==> src/rtl/bip_debug_pkg.sv <==
// Shared constants for the BIP debug unit: FSM encoding, host command bytes,
// frame status codes and the result frame length.
package bip_debug_pkg;

    // FSM state encoding
    localparam logic [2:0] ENC_IDLE    = 3'd0;
    localparam logic [2:0] ENC_CLEAR   = 3'd1;
    localparam logic [2:0] ENC_RUN     = 3'd2;
    localparam logic [2:0] ENC_LOAD    = 3'd3;
    localparam logic [2:0] ENC_SEND    = 3'd4;
    localparam logic [2:0] ENC_WAIT_TX = 3'd5;

    typedef enum logic [2:0] {
        ST_IDLE    = ENC_IDLE,
        ST_CLEAR   = ENC_CLEAR,
        ST_RUN     = ENC_RUN,
        ST_LOAD    = ENC_LOAD,
        ST_SEND    = ENC_SEND,
        ST_WAIT_TX = ENC_WAIT_TX
    } state_t;

    // Host command bytes
    localparam logic [7:0] CMD_START = 8'h53;  // 'S': restart and run
    localparam logic [7:0] CMD_STEP  = 8'h54;  // 'T': single step (optional)

    // Status byte leading every result frame
    localparam logic [7:0] STAT_DONE    = 8'h01;
    localparam logic [7:0] STAT_TIMEOUT = 8'h02;
    localparam logic [7:0] STAT_STEP    = 8'h03;

    // status, PC hi/lo, ACC hi/lo, CYC hi/lo
    localparam int FRAME_LEN = 7;

endpackage

==> src/rtl/bip_debug_unit_if.sv <==
// Bus between the debug unit, the UART byte interfaces and the BIP core.
// slave = debug unit side, master = UART/BIP/host side.
interface bip_debug_unit_if #(
    parameter int PC_W  = 11,
    parameter int ACC_W = 16
);
    logic [7:0]       rx_data;
    logic             rx_done;
    logic             tx_done;
    logic             tx_start;
    logic [7:0]       tx_data;
    logic             bip_enable;
    logic             bip_reset;
    logic             finish_program;
    logic [PC_W-1:0]  bip_pc;
    logic [ACC_W-1:0] bip_acc;
    logic             busy;

    modport slave (
        input  rx_data, rx_done, tx_done, finish_program, bip_pc, bip_acc,
        output tx_start, tx_data, bip_enable, bip_reset, busy
    );

    modport master (
        output rx_data, rx_done, tx_done, finish_program, bip_pc, bip_acc,
        input  tx_start, tx_data, bip_enable, bip_reset, busy
    );
endinterface

==> src/rtl/bip_cycle_counter.sv <==
// Executed-cycle counter: synchronous clear, count enable, saturates at
// all-ones (o_sat) instead of wrapping.
module bip_cycle_counter #(
    parameter int CYC_W = 16
) (
    input  logic             clk,
    input  logic             reset,
    input  logic             i_clear,
    input  logic             i_enable,
    output logic [CYC_W-1:0] o_count,
    output logic             o_sat
);
    logic [CYC_W-1:0] r_count_reg;

    assign o_sat   = &r_count_reg;
    assign o_count = r_count_reg;

    // Count enabled cycles, hold at all-ones once reached
    always_ff @(posedge clk or posedge reset) begin
        if (reset) begin
            r_count_reg <= '0;
        end else if (i_clear) begin
            r_count_reg <= '0;
        end else if (i_enable && !o_sat) begin
            r_count_reg <= r_count_reg + 1'b1;
        end
    end
endmodule

==> src/rtl/bip_debug_unit.sv <==
// BIP debug/host stage: 'S' restarts and runs the BIP, counts enabled cycles
// until HLT or counter saturation, then sends a 7-byte result frame over UART.
// Optional macro BIP_DEBUG_STEP_EN adds the 'T' single-step command.
module bip_debug_unit #(
    parameter int         PC_W      = 11,
    parameter int         ACC_W     = 16,
    parameter int         CYC_W     = 16,
    parameter logic [7:0] CMD_START = bip_debug_pkg::CMD_START
) (
    input  logic           clk,
    input  logic           reset,
    bip_debug_unit_if.slave dbg
);
    import bip_debug_pkg::*;

    localparam logic [2:0] LAST_IDX = 3'(FRAME_LEN - 1);

    state_t           r_state_reg, w_state_next;
    logic [7:0]       r_status_reg, w_status_next;
    logic             r_step_reg, w_step_next;
    logic [2:0]       r_idx_reg;
    logic [2:0]       w_idx_inc;
    logic [7:0]       r_tx_data_reg;
    logic [7:0]       r_frame_reg [FRAME_LEN];
    logic [7:0]       w_frame_byte [FRAME_LEN];
    logic [8*FRAME_LEN-1:0] w_frame_flat;
    logic             w_enable;
    logic             w_cnt_clear;
    logic [CYC_W-1:0] w_count;
    logic             w_sat;
    logic [15:0]      w_pc16, w_acc16, w_cyc16;

    bip_cycle_counter #(.CYC_W(CYC_W)) u_cycle_counter (
        .clk      (clk),
        .reset    (reset),
        .i_clear  (w_cnt_clear),
        .i_enable (w_enable),
        .o_count  (w_count),
        .o_sat    (w_sat)
    );

    // Fields are zero-extended / truncated to 16 bits, sent MSB first
    assign w_pc16       = 16'(dbg.bip_pc[PC_W-1:0]);
    assign w_acc16      = 16'(dbg.bip_acc[ACC_W-1:0]);
    assign w_cyc16      = 16'(w_count);
    assign w_frame_flat = {r_status_reg, w_pc16, w_acc16, w_cyc16};
    assign w_idx_inc    = r_idx_reg + 3'd1;

    genvar gi;
    generate
        for (gi = 0; gi < FRAME_LEN; gi++) begin : g_frame
            assign w_frame_byte[gi] = w_frame_flat[8*(FRAME_LEN-1-gi) +: 8];

            // Snapshot each frame byte while in LOAD (BIP is disabled there)
            always_ff @(posedge clk or posedge reset) begin
                if (reset) begin
                    r_frame_reg[gi] <= '0;
                end else if (r_state_reg == ST_LOAD) begin
                    r_frame_reg[gi] <= w_frame_byte[gi];
                end
            end
        end
    endgenerate

    // State, status and step-mode registers
    always_ff @(posedge clk or posedge reset) begin
        if (reset) begin
            r_state_reg  <= ST_IDLE;
            r_status_reg <= '0;
            r_step_reg   <= 1'b0;
        end else begin
            r_state_reg  <= w_state_next;
            r_status_reg <= w_status_next;
            r_step_reg   <= w_step_next;
        end
    end

    // Byte index and tx_data; tx_data is loaded on the edge into SEND and
    // then held until the next byte (and through IDLE)
    always_ff @(posedge clk or posedge reset) begin
        if (reset) begin
            r_idx_reg     <= '0;
            r_tx_data_reg <= '0;
        end else if (r_state_reg == ST_LOAD) begin
            r_idx_reg     <= '0;
            r_tx_data_reg <= w_frame_byte[0];
        end else if (r_state_reg == ST_WAIT_TX && dbg.tx_done && r_idx_reg != LAST_IDX) begin
            r_idx_reg     <= w_idx_inc;
            r_tx_data_reg <= r_frame_reg[w_idx_inc];
        end
    end

    // Next-state logic; BIP enable drops in the same cycle RUN is left so
    // the core gets no enabled edge after finishing or timing out
    always_comb begin
        w_state_next  = r_state_reg;
        w_status_next = r_status_reg;
        w_step_next   = r_step_reg;
        w_enable      = 1'b0;
        w_cnt_clear   = 1'b0;
        case (r_state_reg)
            ST_IDLE: begin
                if (dbg.rx_done) begin
                    if (dbg.rx_data == CMD_START) begin
                        w_state_next = ST_CLEAR;
                        w_cnt_clear  = 1'b1;
                        w_step_next  = 1'b0;
                    end
`ifdef BIP_DEBUG_STEP_EN
                    else if (dbg.rx_data == CMD_STEP) begin
                        w_state_next = ST_RUN;
                        w_step_next  = 1'b1;
                    end
`endif
                end
            end
            ST_CLEAR: w_state_next = ST_RUN;
            ST_RUN: begin
                if (dbg.finish_program) begin
                    w_status_next = STAT_DONE;
                    w_state_next  = ST_LOAD;
                end else if (w_sat) begin
                    w_status_next = STAT_TIMEOUT;
                    w_state_next  = ST_LOAD;
                end else begin
                    w_enable = 1'b1;
                    if (r_step_reg) begin
                        w_status_next = STAT_STEP;
                        w_state_next  = ST_LOAD;
                    end
                end
            end
            ST_LOAD: w_state_next = ST_SEND;
            ST_SEND: w_state_next = ST_WAIT_TX;
            ST_WAIT_TX: begin
                if (dbg.tx_done) begin
                    w_state_next = (r_idx_reg == LAST_IDX) ? ST_IDLE : ST_SEND;
                end
            end
            default: w_state_next = ST_IDLE;
        endcase
    end

    assign dbg.tx_start   = (r_state_reg == ST_SEND);
    assign dbg.tx_data    = r_tx_data_reg;
    assign dbg.bip_enable = w_enable;
    assign dbg.bip_reset  = (r_state_reg == ST_CLEAR);
    assign dbg.busy       = (r_state_reg != ST_IDLE);

endmodule

==> src/flat_wrapper.sv <==
// flat-port wrapper written by rule: the top's interface ports become plain ports
module bip_debug_unit_flat import bip_debug_pkg::*;
#(
    parameter int         PC_W      = 11,
    parameter int         ACC_W     = 16,
    parameter int         CYC_W     = 16,
    parameter logic [7:0] CMD_START = bip_debug_pkg::CMD_START
)
  (clk, reset, dbg_rx_data, dbg_rx_done, dbg_tx_done, dbg_finish_program, dbg_bip_pc, dbg_bip_acc, dbg_tx_start, dbg_tx_data, dbg_bip_enable, dbg_bip_reset, dbg_busy);
  bip_debug_unit_if #(.PC_W(PC_W), .ACC_W(ACC_W)) dbg_i ();
  input  logic clk;
  input  logic reset;
  input wire logic [$bits(dbg_i.rx_data)-1:0] dbg_rx_data;
  input wire logic [$bits(dbg_i.rx_done)-1:0] dbg_rx_done;
  input wire logic [$bits(dbg_i.tx_done)-1:0] dbg_tx_done;
  input wire logic [$bits(dbg_i.finish_program)-1:0] dbg_finish_program;
  input wire logic [$bits(dbg_i.bip_pc)-1:0] dbg_bip_pc;
  input wire logic [$bits(dbg_i.bip_acc)-1:0] dbg_bip_acc;
  output wire logic [$bits(dbg_i.tx_start)-1:0] dbg_tx_start;
  output wire logic [$bits(dbg_i.tx_data)-1:0] dbg_tx_data;
  output wire logic [$bits(dbg_i.bip_enable)-1:0] dbg_bip_enable;
  output wire logic [$bits(dbg_i.bip_reset)-1:0] dbg_bip_reset;
  output wire logic [$bits(dbg_i.busy)-1:0] dbg_busy;
  assign dbg_i.rx_data = dbg_rx_data;
  assign dbg_i.rx_done = dbg_rx_done;
  assign dbg_i.tx_done = dbg_tx_done;
  assign dbg_i.finish_program = dbg_finish_program;
  assign dbg_i.bip_pc = dbg_bip_pc;
  assign dbg_i.bip_acc = dbg_bip_acc;
  assign dbg_tx_start = dbg_i.tx_start;
  assign dbg_tx_data = dbg_i.tx_data;
  assign dbg_bip_enable = dbg_i.bip_enable;
  assign dbg_bip_reset = dbg_i.bip_reset;
  assign dbg_busy = dbg_i.busy;
  bip_debug_unit #(.PC_W(PC_W), .ACC_W(ACC_W), .CYC_W(CYC_W), .CMD_START(CMD_START)) u_core (.clk(clk), .reset(reset), .dbg(dbg_i));
endmodule
==> config.mk <==
export PLATFORM = sky130hd
export DESIGN_NAME = bip_debug_unit_flat
export DESIGN_NICKNAME = d
export VERILOG_FILES = /design/src/rtl/bip_debug_pkg.sv /design/src/rtl/bip_debug_unit_if.sv /design/src/rtl/bip_cycle_counter.sv /design/src/rtl/bip_debug_unit.sv /design/src/flat_wrapper.sv
export SDC_FILE = /design/constraint.sdc
export NUM_CORES = 1
export LEC_CHECK = 0
export CAP_MARGIN = 20
export CORE_AREA = 2 2 98 100
export CTS_BUF_LIST = sky130_fd_sc_hd__clkbuf_8
export CTS_CLUSTER_DIAMETER = 200
export DETAILED_ROUTE_END_ITERATION = 6
export DIE_AREA = 0 0 100 102
export HOLD_SLACK_MARGIN = 0.05
export PLACE_DENSITY = 0.67
export SETUP_SLACK_MARGIN = 0.4
export SLEW_MARGIN = 20
export SYNTH_ARGS = -nofsm -noshare
export SYNTH_HDL_FRONTEND = slang
export SYNTH_SLANG_ARGS = --single-unit
==> constraint.sdc <==
create_clock -name clk -period 2.8 [get_ports clk]
set_clock_uncertainty 0.15 [all_clocks]
set_input_delay 0.56 -clock clk [delete_from_list [all_inputs] [get_ports clk]]
set_output_delay 0.56 -clock clk [all_outputs]
set_load 0.005 [all_outputs]
==> results of run 1 <==
[layer usage]
| metal | track usage | up-vias |
|---|---|---|
| met5 | 0 | - |
| met1 | 0.257 | 1592 |
| met2 | 0.320 | 53 |
| met3 | 0.0335 | 13 |
| li1 | - | 1602 |
| met4 | 0.0727 | 0 |
[final cells by class]
| cell class | instances | area, um2 |
|---|---|---|
| clock buffers | 9 | 124 |
| inverters | 8 | 33.8 |
| repair buffers | 102 | 945 |
| well taps | 111 | 139 |
| flip-flops and latches | 77 | 1930 |
| clock inverters | 7 | 67.6 |
| multi-input cells | 305 | 1850 |
| fillers | 816 | 4020 |
[power groups by stage]
stage	clock network, W	registers (W)	logic (W)
2_1_floorplan	0	0.00166	0.00105
3_3_place_gp	0	0.00170	0.00155
3_5_place_dp	0	0.00171	0.00158
4_1_cts	0.000847	0.00168	0.00168
5_1_grt	0.000891	0.00172	0.00193
6_report	0.000818	0.00168	0.00173
[timing repair]
action | CTS | global route
gates resized for setup | 25 | 11
pin swaps | 4 | 7
setup buffers | 18 | 13
endpoints found under the setup margin | 3 | 10
[worst max-delay path, stage by stage (launching register included)]
cell and delay (ns):
sky130_fd_sc_hd__dfrtp_1 0.37, sky130_fd_sc_hd__ha_2 0.19, sky130_fd_sc_hd__and2_4 0.16, sky130_fd_sc_hd__nand3_4 0.08, sky130_fd_sc_hd__buf_6 0.13, sky130_fd_sc_hd__buf_6 0.11
sky130_fd_sc_hd__buf_6 0.11, sky130_fd_sc_hd__buf_6 0.11, sky130_fd_sc_hd__buf_6 0.10, sky130_fd_sc_hd__buf_6 0.10, sky130_fd_sc_hd__buf_6 0.10, sky130_fd_sc_hd__buf_6 0.10
sky130_fd_sc_hd__buf_6 0.12, sky130_fd_sc_hd__o2111ai_4 0.20, sky130_fd_sc_hd__mux2i_1 0.22
[per-stage QoR]
step	utilization	worst slack [ns]	setup TNS, ns	instances	hold WS (ns)
2_1_floorplan	-	0.441	0	417	0.288
3_3_place_gp	0.500	-0.0787	-0.0787	572	0.308
3_5_place_dp	0.500	-0.0804	-0.0804	572	0.311
4_1_cts	0.544	0.393	0	606	0.333
5_1_grt	0.559	0.324	0	619	0.361
6_report	0.559	0.362	0	619	0.329
[kinds of logic after synthesis]
logic type / Yosys count / synth area share
and+or+nand+nor: 224 / 0.271
DFF: 77 / 0.500
AOI/OAI and AO/OA: 50 / 0.0990
buffers and inverters: 35 / 0.0419
muxes: 25 / 0.0721
xor gates and xnor gates: 3 / 0.00682
adders and majority gates: 3 / 0.00974
[cells in the final DEF (no fill, tap or decap), types with 3 or more instances in the layout]
cell type	synthesis	layout
sky130_fd_sc_hd__o211ai_1	6	6
sky130_fd_sc_hd__a21oi_1	5	5
sky130_fd_sc_hd__inv_1	8	7
sky130_fd_sc_hd__nor2_1	4	4
sky130_fd_sc_hd__nand3_1	17	16
sky130_fd_sc_hd__dfrtp_1	77	76
sky130_fd_sc_hd__buf_4	0	40
sky130_fd_sc_hd__and3_1	7	5
sky130_fd_sc_hd__nand4_1	3	3
sky130_fd_sc_hd__and2_1	3	3
sky130_fd_sc_hd__nand2b_1	5	5
sky130_fd_sc_hd__mux2i_1	21	21
sky130_fd_sc_hd__nor3_1	7	6
sky130_fd_sc_hd__clkbuf_8	0	9
sky130_fd_sc_hd__o2bb2ai_1	6	6
sky130_fd_sc_hd__nand2_1	152	152
sky130_fd_sc_hd__buf_6	3	9
sky130_fd_sc_hd__clkdlybuf4s50_1	0	48
sky130_fd_sc_hd__a221oi_1	3	3
sky130_fd_sc_hd__o21ai_0	8	7
sky130_fd_sc_hd__inv_6	0	4
[final timing paths]
path / startpoint / to / slack, ns / cells after the start
max: u_core.u_cycle_counter.o_count[0]$_DFFE_PP0P_ / u_core.u_cycle_counter.o_count[6]$_DFFE_PP0P_ / 0.36 / 14
min: u_core.r_frame_reg[16]$_DFFE_PP0P_ / u_core.r_frame_reg[16]$_DFFE_PP0P_ / 0.33 / 2
max reg2reg: u_core.u_cycle_counter.o_count[0]$_DFFE_PP0P_ / u_core.u_cycle_counter.o_count[6]$_DFFE_PP0P_ / 0.36 / 14
min reg2reg: u_core.r_frame_reg[16]$_DFFE_PP0P_ / u_core.r_frame_reg[16]$_DFFE_PP0P_ / 0.33 / 2
max in group asynchronous: reset / u_core.u_cycle_counter.o_count[13]$_DFFE_PP0P_ / 1.66 / 3
min in group asynchronous: reset / u_core.u_cycle_counter.o_count[7]$_DFFE_PP0P_ / 0.49 / 3
==> flow_summary.ini, run 1 <==
[drt]
route.layer.met1.wl_mm = 4.11
routed_wirelength_mm = 9.36
routed_wire_length_per_instance_um = 15.1
vias_per_cell = 5.27
route.antenna.remaining_nets = 0
detailroute.via_count = 3260
drc = 0
drt_first_pass_iters = 4
dr.max_layer_used = met4
met2WireLength_mm = 4.75
met3RoutedLength_um = 318
first_iter_violations = 177

[synthesis]
postSynthAreaPerCell_um2 = 9.24
synth_top_cells_by_count = 152 x sky130_fd_sc_hd__nand2_1, 77 x sky130_fd_sc_hd__dfrtp_1, 21 x sky130_fd_sc_hd__mux2i_1
syn_nets = 460
area_share_of_the_largest_cell_type_after_synthesis = 0.500
syn_inst = 417
yosys_warnings = 0
postSynth.asyncResetShare = 1.00
synth.largest_area_cell = sky130_fd_sc_hd__dfrtp_1
leading_post_synthesis_cells_by_cell_area = sky130_fd_sc_hd__dfrtp_1 50%, sky130_fd_sc_hd__nand2_1 15%, sky130_fd_sc_hd__mux2i_1 5.5%
yosysMostFrequentCell = sky130_fd_sc_hd__nand2_1
dominantRegCellSynth = sky130_fd_sc_hd__dfrtp_1
ys_ff_latch = 77
synth-edff-count = 0
synth_area_um2 = 3850
ys_types = 60
portion_of_the_post_synthesis_area_used_by_sequential_elements = 0.500

[worst_setup_path]
worst_ep_arrival_time_ns = 2.57
setup.worst_path.start_class = flop
critical_path.endpoint_type = flop
worst-endpoint-required_ns = 2.93
worst-setup-path-type = reg -> reg
crit_path_max_fanout = 5

[sta]
grt_setup_unrepaired = true
period_needed_ns = 2.44
finalMaxSlewViolations = 0
setup-violations-final = 0
maxSlewHeadroom = 0.609
max_freq_ghz = 0.410
slew_at_the_pin_closest_to_its_max_slew_limit_ns = 0.584
hold_viol = 0
timing.final.crit_share = 0.871

[power_and_ir_drop]
share_comb_of_total_power = 0.409
total_switching_power_w = 0.00155
share_clk_of_total_power = 0.194
fin_total_pwr_w = 0.00422
swShare = 0.368
power_density_nw_per_um2 = 830
internal_power_w = 0.00267
power.ir.vdd_worst_mv = 0.436
power.static_leakage_nw = 2.47
power.sequential.fraction = 0.397

[global_routing]
grt_antenna_before_repair = 0
globalRoute.totalOverflow = 0
grt_usage = 0.194
grt_first_pass_wirelength_mm = 15.5
grt_max_degree = 78
vias_in_the_first_global_route = 3163

[floorplan]
rows = 35
die-area_um2 = 10200
die_span_x_um = 100
area_inside_the_core_boundary_um2 = 9110
die_h_um = 102
initial_utilization = 0.423
io_pins = 52

[placed_design]
io_buffers = 51
detailed_place.area_um2 = 4550
gp_routability_congestion = 0.870
detailed_place_hpwl_mm = 6.26

[final_layout]
finalNetCount = 546
syn_to_final_growth_pct = 32.0
largest_register_ff_count = 45
antenna_cells = 0
layout.cell_area.non_filler_um2 = 5090
layout-drive-gt1-share = 0.189

[clock_network]
clk-insertion-delay-late_ns = 0.36
cts_tree = done
cts_root_buf = sky130_fd_sc_hd__clkbuf_8
max-clock-path-buffers = 2
cts.clk_slew.worst_paths_ns = 0.10
cts-hold-fix-buffers = 0
cts_num_sinks = 77
cts_buffers = 9
htree_levels = 3

[run_status]
status = finished, final reports clean

[hold_path]
hold_path.class = reg -> reg

[flow_run]
timing.max_cap.violations = 0
No activity file was read; power rests on OpenSTA's default activity.
==> inputs of run 2 (changes only) <==
==> constraint.sdc (replaced) <==
create_clock -name clk -period 2.8 [get_ports clk]
set_clock_uncertainty 0.15 [all_clocks]
set_input_delay 0.28 -clock clk [delete_from_list [all_inputs] [get_ports clk]]
set_output_delay 0.28 -clock clk [all_outputs]
set_load 0.005 [all_outputs]
==> run 2 against run 1 <==
Net effect: hold slack lost 0.21 ns; non-clock buffer count shrank 32; sequential share of layout area grew 2.8 points; critical endpoint is now dbg_bip_enable; worst setup slack gained 0.14 ns; first-iteration DRC count shrank 12%; routed wire length shrank 3.3%; power shrank 2.3%; via count shrank 3.6%; critical path type is now reg -> out.
==> flow_summary.ini, run 2 (synthesis gave the netlist of run 1 again) <==
[run_status]
status = finished, final reports clean

[floorplan]
area_inside_the_core_boundary_um2 = 9110
io_pins = 52
die_span_x_um = 100
die-area_um2 = 10200
rows = 35
initial_utilization = 0.423
die_h_um = 102

[placed_design]
detailed_place.area_um2 = 4470
gp_routability_congestion = 0.859
detailed_place_hpwl_mm = 6.17
io_buffers = 51
pre_cts_slack_ns = 0.354

[power_and_ir_drop]
power.static_leakage_nw = 2.29
power_density_nw_per_um2 = 868
fin_total_pwr_w = 0.00412
power.ir.vdd_worst_mv = 0.306

[drt]
vias_per_cell = 5.36
drt_first_pass_iters = 5
routed_wirelength_mm = 9.05
detailroute.via_count = 3143
routed_wire_length_per_instance_um = 15.4
route.antenna.remaining_nets = 0
drc = 0
first_iter_violations = 156

[worst_setup_path]
worst-setup-path-type = reg -> out
destination_of_the_worst_register_to_register_timing_path = u_core.dbg.tx_data[0]$_DFFE_PP0P_
worst-endpoint-required_ns = 2.37
reg2reg_setup_slack_ns = 0.62
setup.worst_path.start_class = flop
cp_cell_sequence = ha_2 > and2_4 > nand3_4 > o21ai_0 > buf_4 > inv_1 > dlygate4sd2_1
timing.critical_path.max_delay_family = buffers and inverters
crit_path_max_fanout = 6
r2r_worst_path_depth = 6
worstReg2RegStart = u_core.r_idx_reg[0]$_DFFE_PP0P_
path_buf_inv = 3
critical_path.endpoint_type = output pin
worst_path_largest_cell_delay_ns = 0.38
worst_ep_arrival_time_ns = 1.87
critical_path.slowest_cell = sky130_fd_sc_hd__dfrtp_1

[sta]
maxSlewHeadroom = 0.585
finalMaxSlewViolations = 0
period_needed_ns = 2.30
timing.final.crit_share = 0.822
setup-violations-final = 0
setup_slack_ns = 0.500
grt_setup_unrepaired = false
hold_viol = 0
max_freq_ghz = 0.435
slew_at_the_pin_closest_to_its_max_slew_limit_ns = 0.618
setup_total_negative_slack_ns = 0

[flow_run]
timing.max_cap.violations = 0

[global_routing]
grt.met2_usage = 0.311
grt_use_met3 = 0.0315
grt_usage = 0.194
globalRouteMet1Util = 0.263
grt_first_pass_wirelength_mm = 15.5
globalRoute.totalOverflow = 0
grt_antenna_before_repair = 0
grt_max_degree = 58
vias_in_the_first_global_route = 3186
global_route.peak_usage_layer = met2

[final_layout]
finalNetCount = 514
final_common_cell = sky130_fd_sc_hd__nand2_1
layout-drive-gt1-share = 0.120
nFillCells = 851
antenna_cells = 0
layout.cell_area.non_filler_um2 = 4750
largest_register_ff_count = 45
most-common-layout-cells = 152 x sky130_fd_sc_hd__nand2_1, 73 x sky130_fd_sc_hd__dfrtp_1, 50 x sky130_fd_sc_hd__clkdlybuf4s50_1
syn_to_final_growth_pct = 23.3

[clock_network]
cts_root_buf = sky130_fd_sc_hd__clkbuf_8
cts.clk_slew.worst_paths_ns = 0.09
htree_levels = 3
cts_buffers = 9
cts_tree = done
max-clock-path-buffers = 2
cts_num_sinks = 77
clk-insertion-delay-late_ns = 0.36

[hold_path]
hold_path.class = in -> async
==> run 2: cell types whose count changed in the layout (fill, tap and decap cells not counted), sizes merged <==
cell,previous run,this run
clkdlybuf4s50,48,50
bufinv,0,1
clkinvlp,1,0
dlygate4sd2,2,1
buf,51,19
inv,12,9
clkinv,2,3
==> run 2: worst max path at each step <==
stage | end | depth (start not counted) | startpoint
6_report | dbg_bip_enable | 7 | u_core.u_cycle_counter.o_count[0]$_DFFE_PP0P_
5_1_grt | u_core.dbg.tx_data[0]$_DFFE_PP0P_ | 6 | u_core.r_idx_reg[0]$_DFFE_PP0P_
4_1_cts | u_core.dbg.tx_data[0]$_DFFE_PP0P_ | 6 | u_core.r_idx_reg[0]$_DFFE_PP0P_
3_5_place_dp | dbg_bip_enable | 7 | u_core.u_cycle_counter.o_count[0]$_DFFE_PP0P_
3_3_place_gp | dbg_bip_enable | 6 | dbg_finish_program
2_1_floorplan | u_core.dbg.tx_data[0]$_DFFE_PP0P_ | 1 | reset
==> run 2: area by class of cell <==
cell class / instances / area [um2] / share of cell area
sequential: 77 / 1930 / 0.407
multi-input combinational: 305 / 1800 / 0.378
timing repair buffer: 70 / 664 / 0.140
tap: 111 / 139 / 0.0292
clock buffer: 10 / 138 / 0.0290
clock inverter: 5 / 52.6 / 0.0111
inverter: 8 / 30.0 / 0.00632
==> run 2: report_power, final <==
part	switching, W	internal (W)	leakage [nW]
combinational	0.000793	0.000766	1.19
clock	0.000414	0.000427	0.103
sequential	0.000253	0.00147	0.996
total	0.00146	0.00266	2.29
==> run 2: per-stage QoR <==
step,hold WS [ns],std cells,utilization
3_5_place_dp,0.310,563,0.491
6_report,0.117,586,0.522
5_1_grt,0.152,586,0.522
3_3_place_gp,0.308,563,0.491
4_1_cts,0.125,586,0.521
2_1_floorplan,0.216,417,-
==> run 2: layer usage <==
metal  wire length [um]  vias up
met1               4210     1532
met3                318       11
met4                168        0
met5                  0        -
li1                   -     1533
met2               4350       67
==> run 2: repair_timing <==
item | 4_1_cts | 5_1_grt
setup endpoints to repair | 1 | 3
cloned | 0 | 0
gates resized for setup | 15 | 2
hold buffers | 0 | 0
pin swaps | 0 | 0
setup buffers | 8 | 0
